**src/rtl/spi_globals_pkg.sv**
```systemverilog
// spi_globals_pkg: shared state type and default sizing for the SPI slave transfer controller
package spi_globals_pkg;
  typedef enum logic [1:0] {ST_IDLE, ST_LOAD, ST_SHIFT} state_t;
  localparam int DEF_DATA_WIDTH = 8;
  // Wide enough that truncating to any practical word width still yields all-ones
  localparam logic [63:0] DEF_FILL_WORD = '1;
endpackage

```
**src/rtl/spi_slave_xfer_ctrl_if.sv**
```systemverilog
// spi_slave_xfer_ctrl_if: tx word handshake and rx word strobe between the SPI slave and its user
interface spi_slave_xfer_ctrl_if import spi_globals_pkg::*; #(
  parameter int DATA_WIDTH = DEF_DATA_WIDTH
);
  logic tx_valid;
  logic tx_ready;
  logic [DATA_WIDTH-1:0] tx_data;
  logic rx_valid;
  logic [DATA_WIDTH-1:0] rx_data;
  modport slave (input tx_valid, tx_data, output tx_ready, rx_valid, rx_data);
  modport master (output tx_valid, tx_data, input tx_ready, rx_valid, rx_data);
endinterface

```
**src/rtl/spi_slave_sync_edge.sv**
```systemverilog
// spi_slave_sync_edge: multi-flop synchronizer with one-cycle rise/fall strobes on the synced level
module spi_slave_sync_edge #(
  parameter int STAGES = 2
) (
  input  logic pclk,
  input  logic areset,
  input  logic din,
  output logic level,
  output logic rise,
  output logic fall
);
  logic [STAGES-1:0] sync;
  logic prev;
  // Reset to low so a pin already low at release never looks like a falling edge
  always_ff @(posedge pclk) begin
    if (!areset) begin
      sync <= '0;
      prev <= 1'b0;
    end else begin
      sync <= STAGES'({sync, din});
      prev <= sync[STAGES-1];
    end
  end
  assign level = sync[STAGES-1];
  assign rise = level & ~prev;
  assign fall = ~level & prev;
endmodule

```
**src/rtl/spi_slave_xfer_ctrl.sv**
```systemverilog
// spi_slave_xfer_ctrl: SPI slave word engine with tx holding register, rx word strobe and status flags
module spi_slave_xfer_ctrl import spi_globals_pkg::*; #(
  parameter int DATA_WIDTH = DEF_DATA_WIDTH,
  parameter int SYNC_STAGES = 2,
  parameter logic [DATA_WIDTH-1:0] FILL_WORD = DATA_WIDTH'(DEF_FILL_WORD)
) (
  input  logic pclk,
  input  logic areset,
  input  logic cfg_cpol,
  input  logic cfg_cpha,
  input  logic cfg_msb_first,
  input  logic sclk,
  input  logic cs,
  input  logic mosi0,
  output logic miso0,
  spi_slave_xfer_ctrl_if.slave bus,
  output logic busy,
  output logic underrun,
  output logic abort
);
  localparam int CW = $clog2(DATA_WIDTH);
  state_t state, nxt;
  logic sclk_s, sclk_r, sclk_f, cs_s, cs_r, cs_f, mosi_s, mosi_r, mosi_f, unused_pins;
  logic cpol, cpha, msb, done, hold_full, rdy_en;
  logic in_sh, lead, trail, smp, shf, load_pt, emit, msb_e, last, hs, src_bit;
  logic [CW-1:0] cnt;
  logic [DATA_WIDTH-1:0] hold, tx_sh, rx_sh, word, src, src_sh, rx_nxt;

  spi_slave_sync_edge #(.STAGES(SYNC_STAGES)) u_sclk (
    .pclk(pclk), .areset(areset), .din(sclk), .level(sclk_s), .rise(sclk_r), .fall(sclk_f));
  spi_slave_sync_edge #(.STAGES(SYNC_STAGES)) u_cs (
    .pclk(pclk), .areset(areset), .din(cs), .level(cs_s), .rise(cs_r), .fall(cs_f));
  spi_slave_sync_edge #(.STAGES(SYNC_STAGES)) u_mosi (
    .pclk(pclk), .areset(areset), .din(mosi0), .level(mosi_s), .rise(mosi_r), .fall(mosi_f));
  assign unused_pins = ^{sclk_s, cs_s, mosi_r, mosi_f};

  always_ff @(posedge pclk) begin
    if (!areset) state <= ST_IDLE;
    else state <= nxt;
  end

  always_comb begin
    nxt = state;
    if (state == ST_IDLE && cs_f) nxt = ST_LOAD;
    if (state == ST_LOAD) nxt = ST_SHIFT;
    if (state == ST_SHIFT && cs_r) nxt = ST_IDLE;
  end

  // LOAD works from the live cfg pins because the captured copies only settle at its end
  always_comb begin
    in_sh = state == ST_SHIFT && !cs_r;
    lead = cpol ? sclk_f : sclk_r;
    trail = cpol ? sclk_r : sclk_f;
    smp = in_sh && (cpha ? trail : lead);
    shf = in_sh && (cpha ? lead : trail);
    load_pt = state == ST_LOAD || (shf && done);
    emit = shf || (state == ST_LOAD && !cfg_cpha);
    msb_e = state == ST_LOAD ? cfg_msb_first : msb;
    hs = bus.tx_valid && bus.tx_ready;
    word = hold_full ? hold : bus.tx_valid ? bus.tx_data : FILL_WORD;
    src = load_pt ? word : tx_sh;
    src_bit = msb_e ? src[DATA_WIDTH-1] : src[0];
    src_sh = msb_e ? src << 1 : src >> 1;
    rx_nxt = msb ? {rx_sh[DATA_WIDTH-2:0], mosi_s} : {mosi_s, rx_sh[DATA_WIDTH-1:1]};
    last = cnt == CW'(DATA_WIDTH - 1);
  end

  always_ff @(posedge pclk) begin
    if (!areset) begin
      {miso0, underrun, abort, hold_full, rdy_en, done, cpol, cpha, msb} <= '0;
      bus.rx_valid <= 1'b0;
      bus.rx_data <= '0;
      cnt <= '0;
      hold <= '0;
      tx_sh <= '0;
      rx_sh <= '0;
    end else begin
      rdy_en <= 1'b1;
      bus.rx_valid <= 1'b0;
      abort <= 1'b0;
      if (hs && !load_pt) begin
        hold <= bus.tx_data;
        hold_full <= 1'b1;
      end
      if (load_pt) hold_full <= 1'b0;
      if (state == ST_LOAD) begin
        cpol <= cfg_cpol;
        cpha <= cfg_cpha;
        msb <= cfg_msb_first;
        underrun <= 1'b0;
        cnt <= '0;
        done <= 1'b0;
      end
      if (load_pt && !hold_full && !bus.tx_valid) underrun <= 1'b1;
      if (emit) begin
        miso0 <= src_bit;
        tx_sh <= src_sh;
      end else if (load_pt) tx_sh <= src;
      if (shf) done <= 1'b0;
      if (smp) begin
        rx_sh <= rx_nxt;
        cnt <= last ? '0 : cnt + 1'b1;
        if (last) begin
          bus.rx_data <= rx_nxt;
          bus.rx_valid <= 1'b1;
          done <= 1'b1;
        end
      end
      // A partial word at deselect is dropped and flagged
      if (state == ST_SHIFT && cs_r) begin
        miso0 <= 1'b0;
        abort <= cnt != '0;
        cnt <= '0;
        done <= 1'b0;
      end
    end
  end

  assign bus.tx_ready = rdy_en && !hold_full;
  assign busy = state != ST_IDLE;
endmodule

```
**src/flat_wrapper.sv**
```systemverilog
// flat-port wrapper written by rule: the top's interface ports become plain ports
module spi_slave_xfer_ctrl_flat import spi_globals_pkg::*;
#(
  parameter int DATA_WIDTH = DEF_DATA_WIDTH,
  parameter int SYNC_STAGES = 2,
  parameter logic [DATA_WIDTH-1:0] FILL_WORD = DATA_WIDTH'(DEF_FILL_WORD)
)
  (pclk, areset, cfg_cpol, cfg_cpha, cfg_msb_first, sclk, cs, mosi0, miso0, busy, underrun, abort, bus_tx_valid, bus_tx_data, bus_tx_ready, bus_rx_valid, bus_rx_data);
  spi_slave_xfer_ctrl_if #(.DATA_WIDTH(DATA_WIDTH)) bus_i ();
  input  logic pclk;
  input  logic areset;
  input  logic cfg_cpol;
  input  logic cfg_cpha;
  input  logic cfg_msb_first;
  input  logic sclk;
  input  logic cs;
  input  logic mosi0;
  output logic miso0;
  output logic busy;
  output logic underrun;
  output logic abort;
  input wire logic [$bits(bus_i.tx_valid)-1:0] bus_tx_valid;
  input wire logic [$bits(bus_i.tx_data)-1:0] bus_tx_data;
  output wire logic [$bits(bus_i.tx_ready)-1:0] bus_tx_ready;
  output wire logic [$bits(bus_i.rx_valid)-1:0] bus_rx_valid;
  output wire logic [$bits(bus_i.rx_data)-1:0] bus_rx_data;
  assign bus_i.tx_valid = bus_tx_valid;
  assign bus_i.tx_data = bus_tx_data;
  assign bus_tx_ready = bus_i.tx_ready;
  assign bus_rx_valid = bus_i.rx_valid;
  assign bus_rx_data = bus_i.rx_data;
  spi_slave_xfer_ctrl #(.DATA_WIDTH(DATA_WIDTH), .SYNC_STAGES(SYNC_STAGES), .FILL_WORD(FILL_WORD)) u_core (.pclk(pclk), .areset(areset), .cfg_cpol(cfg_cpol), .cfg_cpha(cfg_cpha), .cfg_msb_first(cfg_msb_first), .sclk(sclk), .cs(cs), .mosi0(mosi0), .miso0(miso0), .bus(bus_i), .busy(busy), .underrun(underrun), .abort(abort));
endmodule
```
**config.mk**
```make
export PLATFORM = sky130hd
export DESIGN_NAME = spi_slave_xfer_ctrl_flat
export DESIGN_NICKNAME = d
export VERILOG_FILES = /design/src/rtl/spi_globals_pkg.sv /design/src/rtl/spi_slave_xfer_ctrl_if.sv /design/src/rtl/spi_slave_sync_edge.sv /design/src/rtl/spi_slave_xfer_ctrl.sv /design/src/flat_wrapper.sv
export SDC_FILE = /design/constraint.sdc
export NUM_CORES = 1
export LEC_CHECK = 0
export CAP_MARGIN = 10
export CORE_UTILIZATION = 51
export CTS_CLUSTER_DIAMETER = 50
export DETAILED_ROUTE_END_ITERATION = 10
export GPL_TIMING_DRIVEN = 1
export PLACE_DENSITY = 0.73
export REMOVE_ABC_BUFFERS = 1
export SLEW_MARGIN = 20
export SYNTH_ARGS = -nofsm -noshare
export SYNTH_HDL_FRONTEND = slang
export SYNTH_SLANG_ARGS = --single-unit
```
**constraint.sdc**
```tcl
create_clock -name pclk -period 2 [get_ports pclk]
set_input_delay 0.4 -clock pclk [delete_from_list [all_inputs] [get_ports pclk]]
set_output_delay 0.4 -clock pclk [all_outputs]
set_load 0.01 [all_outputs]
```
==> run metrics <==
antenna violations before repair 0; Max Cap Viol 0; largest family of logic cells by synthesized area simple AND/OR/NAND/NOR gates; cts hold-fix bufs 0; Clock Skews 9.477 ps; HP Class flip-flop to flip-flop; Setup CP Type flip-flop to output port; Clk Latency, worst-skew pair 310 ps; CTS sink count 55; H-tree Lvls 2; share of layout cells above drive strength 1 0.1175; Clock Pin Slew Worst Setup and Hold Paths 100 ps; number of synthesized flops with an enable pin 0; NumNets Final 351; PD cells 625.1 mW/mm2; post-synthesis mux area share 0.08915; clock buffer depth 2; Synth area leaders dfxtp_1, mux2i_1, o211a_1; Netlist cell types 52; Worst-Margin Slew 581.8 ps; Root Buffer Master clkbuf_8; DRT iter0 DRCs 197; Tcrit/Tclk final 0.9544; Max Fanout on Critical Path 2; Simple-Gate Fraction of Synth Area 0.2231; cts bufs inserted 5; post-route ant nets 0; fin. max-slew vios 0; # rows 25; CP Capture Type output port; Final Hold Vio Count 0; Syn Inst Count 294; pin count of the biggest net entering global routing 52; top-area cell type share of the netlist area 0.4151; vias in the first global route 2032; cell with the most instances after synthesis dfxtp_1; drt pass-1 iters 4; Async S/R FF share, synth 0; Worst Path Arrival 1510 ps; Synth Cell Area 0.002653 mm2; Pwr Total 1.994 mW; CTS tree built; post-route DRC violation count 0; Post-Synth XOR/XNOR Area 0.006132; Starting Density 0.5471; sequential share of the synthesized area 0.4151; area of the core 0.004848 mm2; Fill cells 400; fin crit period 1909 ps; final WL 5.612 mm; Die Ht 74.12 um; Die ar. 0.005494 mm2; Port Buffers 30; Yosys top cell by area dfxtp_1; routed len/inst 14.07 um; RePlAce Congestion 0.7820; area share of fa/ha/maj cells after synthesis 0.01415; grt ovf 0; f_max 0.5239 GHz; Finished Cell Area 0.003191 mm2; setup violators final 0; Yosys reg bits 55; peak supply drop 0.5461 mV; startpoint types flip-flop; Synth Area in Compound Gates 0.2047; Fin Hold WS 440.5 ps; Lkg Pwr 1.392 nW; Cell Area, Placed 0.003054 mm2; Vias/cell 5.439; Post-synth top flop dfxtp_1; Ports 31; die width 74.12 um; max_slew headroom 0.6121; post-DP HPWL 3.812 mm; status finished, final reports clean; n_diodes 0; Tot GR Track Use 0.2127; vias 2170; Synth top cells by count dfxtp_1, nand2_1, nor2b_1; CP Data Required Time 1600 ps; mean area per synthesized cell 9.022 um2; YS warnings 0; Layout area overhead 20.28%; global-route wire length before repair 8.970 mm
-- where the power goes --
| part | internal, mW | switching, mW | total (mW) |
|---|---|---|---|
| combinational | 0.0972 | 0.0967 | 0.194 |
| clock | 0.317 | 0.354 | 0.671 |
| sequential | 1.12 | 0.0121 | 1.13 |
-- registers in the layout, summed over array words and instances, names as in the netlist, 2 cells and up --
register	flops
u_core.cnt	3
u_core.hold	8
u_core.state	2
u_core.bus.rx_data	8
u_core.u_mosi.sync	2
u_core.tx_sh	8
u_core.u_cs.sync	2
u_core.rx_sh	8
u_core.u_sclk.sync	2
-- what timing repair did --
| item | 4_1_cts | 5_1_grt |
|---|---|---|
| setup endpoints to repair | 0 | 7 |
| buffers inserted | 0 | 4 |
| resized for setup | 0 | 3 |
-- routing by layer --
| metal | track usage | wire, um |
|---|---|---|
| met1 | 0.2574 | 2563 |
| met2 | 0.3687 | 2770 |
| met3 | 0.04607 | 196 |
| met4 | 0.08120 | 82 |
| met5 | 0 | 0 |
-- per-stage QoR --
step | std cells | setup WS (ps) | utilization | TNS [ps]
5_1_grt | 399 | -3.252 | 0.6581 | -3.252
2_1_floorplan | 275 | -30.91 | - | -30.91
4_1_cts | 395 | 58.99 | 0.6506 | 0
3_5_place_dp | 387 | -32.70 | 0.6299 | -76.80
3_3_place_gp | 387 | -24.88 | 0.6299 | -48.29
6_report | 399 | 91.19 | 0.6581 | 0
-- area by class of cell --
class / instances / area (um2) / share of cell area
Sequential cell: 55 / 1101 / 0.3451
Timing Repair Buffer: 49 / 455.4 / 0.1427
Inverter: 5 / 18.77 / 0.005882
Clock buffer: 8 / 100.1 / 0.03137
Multi-Input combinational cell: 215 / 1431 / 0.4486
Tap cell: 67 / 83.83 / 0.02627
-- cells in the final DEF (no fill, tap or decap), drive strengths merged, types with 12 or more instances in the layout --
cell type	n
nand2	42
o21ai	14
buf	19
and2	12
nor2	19
mux2i	21
dfxtp	55
nor2b	23
clkdlybuf4s50	30
o211a	16
a21oi	17
-- worst max-delay path, stage by stage (launching register included) --
cell and delay [ps]:
dfxtp_1 330, nor2b_1 270, clkdlybuf4s50_1 600
-- cells by family after synthesis --
group	count (synthesis)
AOI/OAI and AO/OA	72
xor gates and xnor gates	1
adders and majority gates	3
buffers and inverters	24
DFF	55
muxes	23
and+or+nand+nor	116
-- final timing paths --
kind         depth (start not counted)                          endpoint  slack (ps)                        startpoint
max                                  2                      bus_tx_ready          90             u_core.rdy_en$_DFF_P_
min                                  1  u_core.u_mosi.sync[1]$_SDFF_PN0_         440  u_core.u_mosi.sync[0]$_SDFF_PN0_
max reg2reg                          7      u_core.tx_sh[0]$_SDFFE_PN0P_         120          u_core.cpol$_SDFFE_PN0P_
min reg2reg                          1  u_core.u_mosi.sync[1]$_SDFF_PN0_         440  u_core.u_mosi.sync[0]$_SDFF_PN0_
Power figures use the tool's default switching activity.
==> RTL edit: new RTL, same flow settings <==
`SYNC_STAGES` is set to 2 in 2 places; all go to 1.
--- a/src/rtl/spi_slave_xfer_ctrl.sv
+++ b/src/rtl/spi_slave_xfer_ctrl.sv
@@ -1,7 +1,7 @@
 // spi_slave_xfer_ctrl: SPI slave word engine with tx holding register, rx word strobe and status flags
 module spi_slave_xfer_ctrl import spi_globals_pkg::*; #(
   parameter int DATA_WIDTH = DEF_DATA_WIDTH,
-  parameter int SYNC_STAGES = 2,
+  parameter int SYNC_STAGES = 1,
   parameter logic [DATA_WIDTH-1:0] FILL_WORD = DATA_WIDTH'(DEF_FILL_WORD)
 ) (
   input  logic pclk,
--- a/src/flat_wrapper.sv
+++ b/src/flat_wrapper.sv
@@ -2,7 +2,7 @@
 module spi_slave_xfer_ctrl_flat import spi_globals_pkg::*;
 #(
   parameter int DATA_WIDTH = DEF_DATA_WIDTH,
-  parameter int SYNC_STAGES = 2,
+  parameter int SYNC_STAGES = 1,
   parameter logic [DATA_WIDTH-1:0] FILL_WORD = DATA_WIDTH'(DEF_FILL_WORD)
 )
   (pclk, areset, cfg_cpol, cfg_cpha, cfg_msb_first, sclk, cs, mosi0, miso0, busy, underrun, abort, bus_tx_valid, bus_tx_data, bus_tx_ready, bus_rx_valid, bus_rx_data);
Function: changed (a bounded check fails within 4 cycles, from zero or initial values and one cycle with areset low).
==> RTL edit against the original RTL <==
- sequential cell count shrank 3
- combinational power increased by 18%
- design area decreased by 2.2%
- count of clock-buffer cells in the layout fell by 2
- first-iteration DRC count increased by 1.5%
- wire length is 3.9% lower
- setup slack lost 55 ps
- power increased by 2.3%
- global-route usage grew 0.57 points
- area after synthesis down 5.0%
- critical path depth unchanged
==> RTL edit: results (changes against the original RTL) <==
metric;value;unit;change
initial DRC count;200;;+1.5%
routed wire length;5.395;mm;-3.9%
top post-synthesis cells by count;dfxtp_1, nand2_1, mux2i_1;;
WL/cell;13.94;um;-0.89%
slew margin rel.;0.6403;;+0.02822
max incr delay on CP;570;ps;-30 ps
via count;2114;;-2.6%
status;finished clean;;
Worst Skew;11.05;ps;+1.573 ps
critical-path maximum fanout;12;;+10
layout cell share with drive strength beyond 1;0.1250;;+0.007530
CP arrival;1560;ps;+50 ps
largest cells by area after synthesis;dfxtp_1, mux2i_1, o211a_1;;
first-pass GRT wire length;8.887;mm;-0.93%
nets@finish;339;;-3.4%
VDD IR max;0.4300;mV;-21%
Detail Placement HPWL;3.701;mm;-2.9%
largest net degree at the start of global routing;30;;-42%
Yosys cell types;46;;-12%
hold wc startpoint;u_core.bus.rx_data[4]$_SDFFE_PN0P_;;
Hold Path End;u_core.bus.rx_data[4]$_SDFFE_PN0P_;;
worst r2r src;u_core.state[0]$_SDFFE_PP0P_;;
R2R Path End;u_core.tx_sh[4]$_SDFFE_PN0P_;;
placed cell count;378;;-2.3%
cell-internal power;1.552;mW;+1.3%
RePlAce Congestion;0.8626;;+10%
Synth Instances;282;;-4.1%
[RTL edit: logic make-up (layout without fill, tap and decap cells)]
logic type / count (synthesis) / after routing / synth area share
buf+inv: 23 / 61 / 0.04172
simple gates: 104 / 104 / 0.2047
flops: 52 / 52 / 0.4133
compound gates: 72 / 72 / 0.2086
xor+xnor: 1 / 1 / 0.006460
fa+ha+maj: 3 / 3 / 0.01490
mux: 27 / 27 / 0.1103
[RTL edit: worst max path at each step]
stage,startpoint,endpoint,slack [ps],depth (start not counted)
finish,u_core.hold_full$_SDFFE_PP0P_,bus_tx_ready,40,2
global route,u_core.cpha$_SDFFE_PN0P_,u_core.tx_sh[7]$_SDFFE_PN0P_,-30,8
CTS,u_core.cpol$_SDFFE_PN0P_,u_core.tx_sh[4]$_SDFFE_PN0P_,30,8
detailed placement,bus_tx_valid,u_core.miso0$_SDFFE_PP0N_,10,5
global placement,bus_tx_valid,u_core.miso0$_SDFFE_PP0N_,50,5
floorplan,u_core.state[1]$_SDFFE_PP0P_,u_core.bus.rx_data[0]$_SDFFE_PN0P_,-230,6
[RTL edit: metrics by stage]
step / hold slack [ps] / setup TNS (ps) / setup WS (ps) / area, um^2 / total power, mW
after floorplan: 427.7 / -2116 / -233.4 / 2432 / 1.216
after global placement: 474.5 / 0 / 49.76 / 2944 / 1.320
after detailed placement: 471.6 / 0 / 10.02 / 2944 / 1.322
after CTS: 507.9 / 0 / 30.99 / 3055 / 2.046
after global routing: 521.5 / -64.38 / -28.50 / 3120 / 2.124
final: 502.5 / 0 / 35.75 / 3120 / 2.040
[RTL edit: repair_timing]
item / CTS / global route
endpoints found under the setup margin: 0 / 27
buffers inserted: 0 / 1
resized for setup: 0 / 11
[RTL edit: final cells by class]
class                   instances  area [um^2]
clock buffers                   6        72.57
repair buffers                 48        439.2
clock inverters                 2        38.79
flip-flops and latches         52         1041
multi-input cells             207         1426
well taps                      67        83.83
fillers                       406         1603
inverters                       5        18.77
[RTL edit: metal layers]
metal | wire [um] | GRT usage | vias to the layer above
li1 | - | - | 1076
met1 | 2663 | 0.3018 | 979
met4 | 104 | 0.08061 | 0
met3 | 281 | 0.05417 | 8
met5 | 0 | 0 | -
met2 | 2346 | 0.3302 | 51
[RTL edit: power by group through the flow]
| stage | Clock, mW | Combinational [mW] | Sequential (mW) |
|---|---|---|---|
| finish | 0.730 | 0.229 | 1.08 |
| global route | 0.787 | 0.252 | 1.08 |
| CTS | 0.747 | 0.218 | 1.08 |
| detailed placement | 0 | 0.217 | 1.10 |
| global placement | 0 | 0.216 | 1.10 |
| floorplan | 0 | 0.116 | 1.10 |
